==> src/rtl/ui_pkg.sv <==
// Shared UI definitions: screen state encodings, click task codes and button
// rectangles in 320x240 grid units. The renderer uses the same values.
package ui_pkg;

    typedef enum logic [3:0] {
        ST_TITLE    = 4'd0,
        ST_STAFF    = 4'd1,
        ST_STAGE1   = 4'd2,
        ST_SUCCESS1 = 4'd3,
        ST_STAGE2   = 4'd4,
        ST_SUCCESS2 = 4'd5,
        ST_STAGE3   = 4'd6,
        ST_SUCCESS3 = 4'd7,
        ST_FAIL     = 4'd8,
        ST_HELP     = 4'd9
    } ui_state_t;

    typedef enum logic [2:0] {
        TASK_NONE,
        TASK_SEL1,
        TASK_SEL2,
        TASK_SEL3,
        TASK_HELP,
        TASK_NEXT,
        TASK_BACK,
        TASK_RETRY
    } ui_task_t;

    // All buttons share one column; rows are inclusive-low, exclusive-high
    localparam logic [9:0] BTN_X_LO       = 10'd120;
    localparam logic [9:0] BTN_X_HI       = 10'd200;
    localparam logic [9:0] BTN_Y_TOP_LO   = 10'd120;
    localparam logic [9:0] BTN_Y_TOP_HI   = 10'd140;
    localparam logic [9:0] BTN_Y_NEXT_LO  = 10'd140;
    localparam logic [9:0] BTN_Y_NEXT_HI  = 10'd160;
    localparam logic [9:0] BTN_Y_MID_LO   = 10'd150;
    localparam logic [9:0] BTN_Y_MID_HI   = 10'd170;
    localparam logic [9:0] BTN_Y_LOW_LO   = 10'd180;
    localparam logic [9:0] BTN_Y_LOW_HI   = 10'd200;
    localparam logic [9:0] BTN_Y_HBACK_LO = 10'd200;
    localparam logic [9:0] BTN_Y_HBACK_HI = 10'd220;
    localparam logic [9:0] BTN_Y_HELP_LO  = 10'd210;
    localparam logic [9:0] BTN_Y_HELP_HI  = 10'd230;

    function automatic logic is_stage(ui_state_t s);
        return s inside {ST_STAGE1, ST_STAGE2, ST_STAGE3};
    endfunction

    function automatic logic [1:0] stage_num(ui_state_t s);
        case (s)
            ST_STAGE2: return 2'd2;
            ST_STAGE3: return 2'd3;
            default:   return 2'd1;
        endcase
    endfunction

    function automatic ui_state_t stage_state(logic [1:0] n);
        case (n)
            2'd2:    return ST_STAGE2;
            2'd3:    return ST_STAGE3;
            default: return ST_STAGE1;
        endcase
    endfunction

endpackage

==> src/rtl/menu_controller_if.sv <==
// Mouse/game-result inputs and screen-state outputs of menu_controller.
// master drives the inputs and observes the screen state; slave is the controller.
interface menu_controller_if;
    logic [9:0] mouse_x;
    logic [9:0] mouse_y;
    logic       click;
    logic       stage_clear;
    logic       stage_fail;
    logic [3:0] state;
    logic [3:0] play_valid;
    logic       stage_start;
    logic [1:0] cur_stage;

    modport master (
        output mouse_x, mouse_y, click, stage_clear, stage_fail,
        input  state, play_valid, stage_start, cur_stage
    );

    modport slave (
        input  mouse_x, mouse_y, click, stage_clear, stage_fail,
        output state, play_valid, stage_start, cur_stage
    );
endinterface

==> src/rtl/ui_button_hit.sv <==
// Combinational test of a grid point against one button rectangle, gated by en.
module ui_button_hit #(
    parameter logic [9:0] X_LO = 10'd0,
    parameter logic [9:0] X_HI = 10'd1,
    parameter logic [9:0] Y_LO = 10'd0,
    parameter logic [9:0] Y_HI = 10'd1
) (
    input  logic [9:0] gx,
    input  logic [9:0] gy,
    input  logic       en,
    output logic       hit
);
    always_comb begin
        hit = en && (gx >= X_LO) && (gx < X_HI) && (gy >= Y_LO) && (gy < Y_HI);
    end
endmodule

==> src/rtl/menu_controller.sv <==
// Screen-flow FSM: decodes button clicks and stage results into screen state
// and the stage unlock mask. Define MENU_UNLOCK_ALL_EN to unlock all stages at reset.
module menu_controller #(
    parameter int unsigned SCALE_SHIFT = 1
) (
    input logic               clk,
    input logic               rst,
    menu_controller_if.slave  bus
);
    import ui_pkg::*;

`ifdef MENU_UNLOCK_ALL_EN
    localparam logic [3:0] PV_RESET = 4'b1110;
`else
    localparam logic [3:0] PV_RESET = 4'b0010;
`endif

    ui_state_t  state_q, state_d;
    logic [3:0] pv_q, pv_d;
    logic [1:0] cur_q, cur_d;
    logic       ss_q, ss_d;
    logic       click_q;
    ui_task_t   click_task;

    logic [9:0] gx, gy;
    logic       in_range, click_en;
    logic       hit_top, hit_next, hit_mid, hit_low, hit_hback, hit_help;

    always_comb begin
        gx       = bus.mouse_x >> SCALE_SHIFT;
        gy       = bus.mouse_y >> SCALE_SHIFT;
        in_range = (bus.mouse_x < 10'd640) && (bus.mouse_y < 10'd480);
        click_en = bus.click && !click_q && in_range;
    end

    ui_button_hit #(.X_LO(BTN_X_LO), .X_HI(BTN_X_HI), .Y_LO(BTN_Y_TOP_LO), .Y_HI(BTN_Y_TOP_HI))
        u_hit_top   (.gx(gx), .gy(gy), .en(click_en), .hit(hit_top));
    ui_button_hit #(.X_LO(BTN_X_LO), .X_HI(BTN_X_HI), .Y_LO(BTN_Y_NEXT_LO), .Y_HI(BTN_Y_NEXT_HI))
        u_hit_next  (.gx(gx), .gy(gy), .en(click_en), .hit(hit_next));
    ui_button_hit #(.X_LO(BTN_X_LO), .X_HI(BTN_X_HI), .Y_LO(BTN_Y_MID_LO), .Y_HI(BTN_Y_MID_HI))
        u_hit_mid   (.gx(gx), .gy(gy), .en(click_en), .hit(hit_mid));
    ui_button_hit #(.X_LO(BTN_X_LO), .X_HI(BTN_X_HI), .Y_LO(BTN_Y_LOW_LO), .Y_HI(BTN_Y_LOW_HI))
        u_hit_low   (.gx(gx), .gy(gy), .en(click_en), .hit(hit_low));
    ui_button_hit #(.X_LO(BTN_X_LO), .X_HI(BTN_X_HI), .Y_LO(BTN_Y_HBACK_LO), .Y_HI(BTN_Y_HBACK_HI))
        u_hit_hback (.gx(gx), .gy(gy), .en(click_en), .hit(hit_hback));
    ui_button_hit #(.X_LO(BTN_X_LO), .X_HI(BTN_X_HI), .Y_LO(BTN_Y_HELP_LO), .Y_HI(BTN_Y_HELP_HI))
        u_hit_help  (.gx(gx), .gy(gy), .en(click_en), .hit(hit_help));

    always_ff @(posedge clk) begin
        if (rst) begin
            state_q <= ST_TITLE;
            pv_q    <= PV_RESET;
            cur_q   <= 2'd1;
            ss_q    <= 1'b0;
            click_q <= 1'b0;
        end else begin
            state_q <= state_d;
            pv_q    <= pv_d;
            cur_q   <= cur_d;
            ss_q    <= ss_d;
            click_q <= bus.click;
        end
    end

    // Map the rectangle hits that are live on the current screen to an action
    always_comb begin
        click_task = TASK_NONE;
        case (state_q)
            ST_TITLE: begin
                if (hit_top)                 click_task = TASK_SEL1;
                else if (hit_mid && pv_q[2]) click_task = TASK_SEL2;
                else if (hit_low && pv_q[3]) click_task = TASK_SEL3;
                else if (hit_help)           click_task = TASK_HELP;
            end
            ST_SUCCESS1, ST_SUCCESS2: begin
                if (hit_next)     click_task = TASK_NEXT;
                else if (hit_low) click_task = TASK_BACK;
            end
            ST_SUCCESS3: if (hit_mid) click_task = TASK_NEXT;
            ST_FAIL: begin
                if (hit_next)     click_task = TASK_RETRY;
                else if (hit_low) click_task = TASK_BACK;
            end
            ST_STAFF: if (hit_low)   click_task = TASK_BACK;
            ST_HELP:  if (hit_hback) click_task = TASK_BACK;
            default:  click_task = TASK_NONE;
        endcase
    end

    always_comb begin
        state_d = state_q;
        pv_d    = pv_q;
        case (click_task)
            TASK_SEL1:  state_d = ST_STAGE1;
            TASK_SEL2:  state_d = ST_STAGE2;
            TASK_SEL3:  state_d = ST_STAGE3;
            TASK_HELP:  state_d = ST_HELP;
            TASK_BACK:  state_d = ST_TITLE;
            TASK_RETRY: state_d = stage_state(cur_q);
            TASK_NEXT: begin
                case (state_q)
                    ST_SUCCESS1: state_d = ST_STAGE2;
                    ST_SUCCESS2: state_d = ST_STAGE3;
                    ST_SUCCESS3: state_d = ST_STAFF;
                    default:     state_d = state_q;
                endcase
            end
            default: begin
                // Clear takes priority over fail when both pulse together
                case (state_q)
                    ST_STAGE1: begin
                        if (bus.stage_clear) begin
                            state_d = ST_SUCCESS1;
                            pv_d[2] = 1'b1;
                        end else if (bus.stage_fail) begin
                            state_d = ST_FAIL;
                        end
                    end
                    ST_STAGE2: begin
                        if (bus.stage_clear) begin
                            state_d = ST_SUCCESS2;
                            pv_d[3] = 1'b1;
                        end else if (bus.stage_fail) begin
                            state_d = ST_FAIL;
                        end
                    end
                    ST_STAGE3: begin
                        if (bus.stage_clear)     state_d = ST_SUCCESS3;
                        else if (bus.stage_fail) state_d = ST_FAIL;
                    end
                    default: state_d = state_q;
                endcase
            end
        endcase
        ss_d  = is_stage(state_d) && (state_d != state_q);
        cur_d = is_stage(state_d) ? stage_num(state_d) : cur_q;
    end

    always_comb begin
        bus.state       = state_q;
        bus.play_valid  = pv_q;
        bus.cur_stage   = cur_q;
        bus.stage_start = ss_q;
    end

endmodule
==> src/flat_wrapper.sv <==
// flat-port wrapper written by rule: the top's interface ports become plain ports
module menu_controller_flat import ui_pkg::*;
#(
    parameter int unsigned SCALE_SHIFT = 1
)
  (clk, rst, bus_mouse_x, bus_mouse_y, bus_click, bus_stage_clear, bus_stage_fail, bus_state, bus_play_valid, bus_stage_start, bus_cur_stage);
  menu_controller_if bus_i ();
  input logic clk;
  input logic rst;
  input wire logic [$bits(bus_i.mouse_x)-1:0] bus_mouse_x;
  input wire logic [$bits(bus_i.mouse_y)-1:0] bus_mouse_y;
  input wire logic [$bits(bus_i.click)-1:0] bus_click;
  input wire logic [$bits(bus_i.stage_clear)-1:0] bus_stage_clear;
  input wire logic [$bits(bus_i.stage_fail)-1:0] bus_stage_fail;
  output wire logic [$bits(bus_i.state)-1:0] bus_state;
  output wire logic [$bits(bus_i.play_valid)-1:0] bus_play_valid;
  output wire logic [$bits(bus_i.stage_start)-1:0] bus_stage_start;
  output wire logic [$bits(bus_i.cur_stage)-1:0] bus_cur_stage;
  assign bus_i.mouse_x = bus_mouse_x;
  assign bus_i.mouse_y = bus_mouse_y;
  assign bus_i.click = bus_click;
  assign bus_i.stage_clear = bus_stage_clear;
  assign bus_i.stage_fail = bus_stage_fail;
  assign bus_state = bus_i.state;
  assign bus_play_valid = bus_i.play_valid;
  assign bus_stage_start = bus_i.stage_start;
  assign bus_cur_stage = bus_i.cur_stage;
  menu_controller #(.SCALE_SHIFT(SCALE_SHIFT)) u_core (.clk(clk), .rst(rst), .bus(bus_i));
endmodule
==> config.mk <==
export PLATFORM = sky130hd
export DESIGN_NAME = menu_controller_flat
export DESIGN_NICKNAME = d
export VERILOG_FILES = /design/src/rtl/ui_pkg.sv /design/src/rtl/menu_controller_if.sv /design/src/rtl/ui_button_hit.sv /design/src/rtl/menu_controller.sv /design/src/flat_wrapper.sv
export SDC_FILE = /design/constraint.sdc
export NUM_CORES = 1
export LEC_CHECK = 0
export BUFFER_PORTS_ARGS = -buffer_cell sky130_fd_sc_hd__buf_2
export CAP_MARGIN = 10
export CORE_UTILIZATION = 52
export DETAILED_ROUTE_END_ITERATION = 8
export GPL_TIMING_DRIVEN = 0
export PLACE_DENSITY = 0.77
export SLEW_MARGIN = 20
export SYNTH_ARGS = -nofsm -noshare
export SYNTH_HDL_FRONTEND = slang
export SYNTH_HIERARCHICAL = 1
export SYNTH_SLANG_ARGS = --single-unit
==> constraint.sdc <==
create_clock -name clk -period 5.4 [get_ports clk]
set_clock_uncertainty 0.2 [all_clocks]
set_input_delay 1.08 -clock clk [delete_from_list [all_inputs] [get_ports clk]]
set_output_delay 1.08 -clock clk [all_outputs]
set_load 0.05 [all_outputs]
==> metrics <==
1st-pass router iterations 4; IO Count 36; WHS Path Cells 1; EDFF count, synth 0; final hold vios 0; Slew headroom 58.8%; Sw Share 29.4%; Seq cells post-synth 10; Clk Latency, worst-skew pair 0.26 ns; synthesis-to-finish area growth 18.9%; crit-path cells buf_2 -> o21ai_0 -> and4_1 -> nor4b_2 -> nand4b_1 -> a211oi_2 -> or4bb_2 -> nor3b_1 -> or4_4 -> nor2b_1 -> a311o_1 -> or2_2 -> a211o_1; Min-Delay Endpoint u_core/bus.cur_stage[0]; CTS Buf Count 3; crit path max fanout 13; status completed; worst path bufs/invs 1; Hold Crit Class register to register; Syn. warnings 6; fin util 67.6%; largest net degree at the start of global routing 14; clock buffer depth 2; Final min period 4.63 ns; Total GRT Usage 28.0%; internal cell power 0.130 mW; clk sink count 10; crit path DAT 4.58 ns; fraction of registers with async set/reset 0%; # hold bufs at CTS 0; clock share of power 35.9%; cts repair resizes 0; Cells after Synth 162; CP Class input pin to register; initial DRC count 68; Layout Nets 230; fin crit share 85.8%; Worst-path clk slew 0.06 ns; initial antenna violation count 0; total of fill cells in the finished design 223; top_reg_cell synth dfxtp_1; IO Port Bufs 26; cell family with most CP delay simple AND/OR/NAND/NOR gates; TritonCTS clock tree yes; slowest cell delay on critical path 0.67 ns; Max Slew Vio Count 0; PD cells 119 mW/mm^2; Congestion Overflow GR 0; final wirelength 3.59 mm; n_diodes 0; LEAKAGE 0.563 nW; worst hold slack 0.308 ns; Max Cap Viol 0; worst slew pin tran 0.617 ns; reg-to-reg startpoint u_core/click_q; type of origin of the critical path input pin; Levels on crit path 13; Reg-to-Reg End u_core/bus.cur_stage[0]; RSZ-0062 raised after global routing no; overall power 0.185 mW; Die Wd 52.1 um; Max Clk Rate 216 MHz; Yosys cell types 61; layout cells sized above 1 31.4%; GP Congestion 0.882; Reg2Reg Setup Slack 1.62 ns; DR WL/cell 15.5 um; post-synthesis sequential area ratio 15.3%; Core ar. 0.00230 mm^2; total negative setup slack 0 ns; CP max-delay cell or4bb_2; required time of the critical path 5.35 ns; Post-route DRC 0; via count 1485; first-pass GRT wire length 5.82 mm; ANT nets after route 0; Hold Crit Start u_core/bus.cur_stage[0]; area of the mapped netlist 0.00131 mm^2; DP Wirelength 2.71 mm; Crit. End Element register; vias in the first global route 1304; Starting Density 56.9%; Mean Syn Cell Area 8.07 um^2; Worst Reg-to-Reg Cells 12; postcts setup bufs 0; Reg power frac 40.2%; DR vias/cell 6.40; Die H 52.1 um; Die Footprint 0.00272 mm^2; Gate power share 23.9%; NetSw 0.0544 mW; depth of the CTS H-tree 1; num rows 17; maximum VDD drop 0.139 mV; root buf cell clkbuf_4; Final setup viols 0
[worst max path at each step]
stage	startpoint	end	slack (ns)
4_1_cts	bus_mouse_x[8]	u_core/bus.cur_stage[0]	0.81
5_1_grt	bus_mouse_x[8]	u_core/bus.cur_stage[0]	0.56
2_1_floorplan	bus_mouse_x[8]	u_core/bus.cur_stage[0]	1.12
3_3_place_gp	bus_mouse_x[8]	u_core/bus.cur_stage[0]	0.60
3_5_place_dp	bus_mouse_x[8]	u_core/bus.cur_stage[0]	0.56
6_report	bus_mouse_x[8]	u_core/bus.cur_stage[0]	0.77
[layout by cell type, fill, tap and decap left out, types with 4 or more instances in the layout]
master,instances
buf_2,26
nor2_1,16
conb_1,14
dfxtp_1,10
nand2_1,9
o21ai_0,8
nand4_1,6
nor2b_1,5
a31oi_1,5
nor3_1,5
a21oi_1,5
a22oi_1,5
nand3_1,4
nand3b_1,4
[layout make-up]
cell class / instances / area (um^2) / area share, %
inverters: 3 / 11.3 / 0.725
multi-input cells: 154 / 1070 / 68.9
well taps: 28 / 35.0 / 2.25
clock buffers: 4 / 36.3 / 2.33
flip-flops and latches: 10 / 200 / 12.9
repair buffers: 26 / 130 / 8.37
plain buffers: 7 / 70.1 / 4.51
[power groups by stage]
stage                     Clock (mW)  Sequential, mW  Combinational (mW)
after floorplan                    0          0.0761              0.0212
after global placement             0          0.0760              0.0410
after detailed placement           0          0.0760              0.0431
after CTS                     0.0671          0.0743              0.0432
after global routing          0.0702          0.0743              0.0481
final                         0.0663          0.0743              0.0442
[state kept, by name, summed over array words and instances, names as in the netlist]
register and count:
u_core/bus.stage_start 1, u_core/bus.play_valid 2, u_core/click_q 1, u_core/bus.state 4
u_core/bus.cur_stage 2
[synth_stat cells, types with 3 or more instances]
cell | count | area [um^2]
nor2_1 | 16 | 60.1
dfxtp_1 | 10 | 200
nand2_1 | 9 | 33.8
o21ai_0 | 8 | 40.0
nand4_1 | 6 | 37.5
a21oi_1 | 5 | 25.0
a22oi_1 | 5 | 37.5
a31oi_1 | 5 | 31.3
nor2b_1 | 5 | 31.3
nor3_1 | 5 | 25.0
nand3_1 | 4 | 20.0
nand3b_1 | 4 | 30.0
a2111oi_2 | 3 | 45.0
a41oi_1 | 3 | 26.3
and4b_1 | 3 | 30.0
buf_4 | 3 | 22.5
buf_6 | 3 | 33.8
inv_1 | 3 | 11.3
nor3b_1 | 3 | 22.5
nor4b_1 | 3 | 26.3
nor4b_2 | 3 | 45.0
o31ai_1 | 3 | 22.5
[kinds of logic after synthesis]
| group | after synthesis | share of synthesized area (%) |
|---|---|---|
| and+or+nand+nor | 82 | 42.0 |
| buffers and inverters | 10 | 6.22 |
| muxes | 3 | 2.68 |
| AOI/OAI and AO/OA | 55 | 33.2 |
| DFF | 10 | 15.3 |
| other | 2 | 0.574 |
[layer usage]
metal | routed length [um] | global-route usage [%]
met2 | 1590 | 46.2
met4 | 25 | 4.39
met1 | 1720 | 40.8
met5 | 0 | 0
met3 | 246 | 0.877
[per-stage QoR]
stage               cells  cell area [um^2]  setup WS, ns
floorplan             174              1350          1.12
global placement      228              1520         0.596
detailed placement    228              1520         0.562
CTS                   232              1550         0.808
global route          232              1550         0.557
finish                232              1550         0.767
Power figures use the tool's default switching activity.
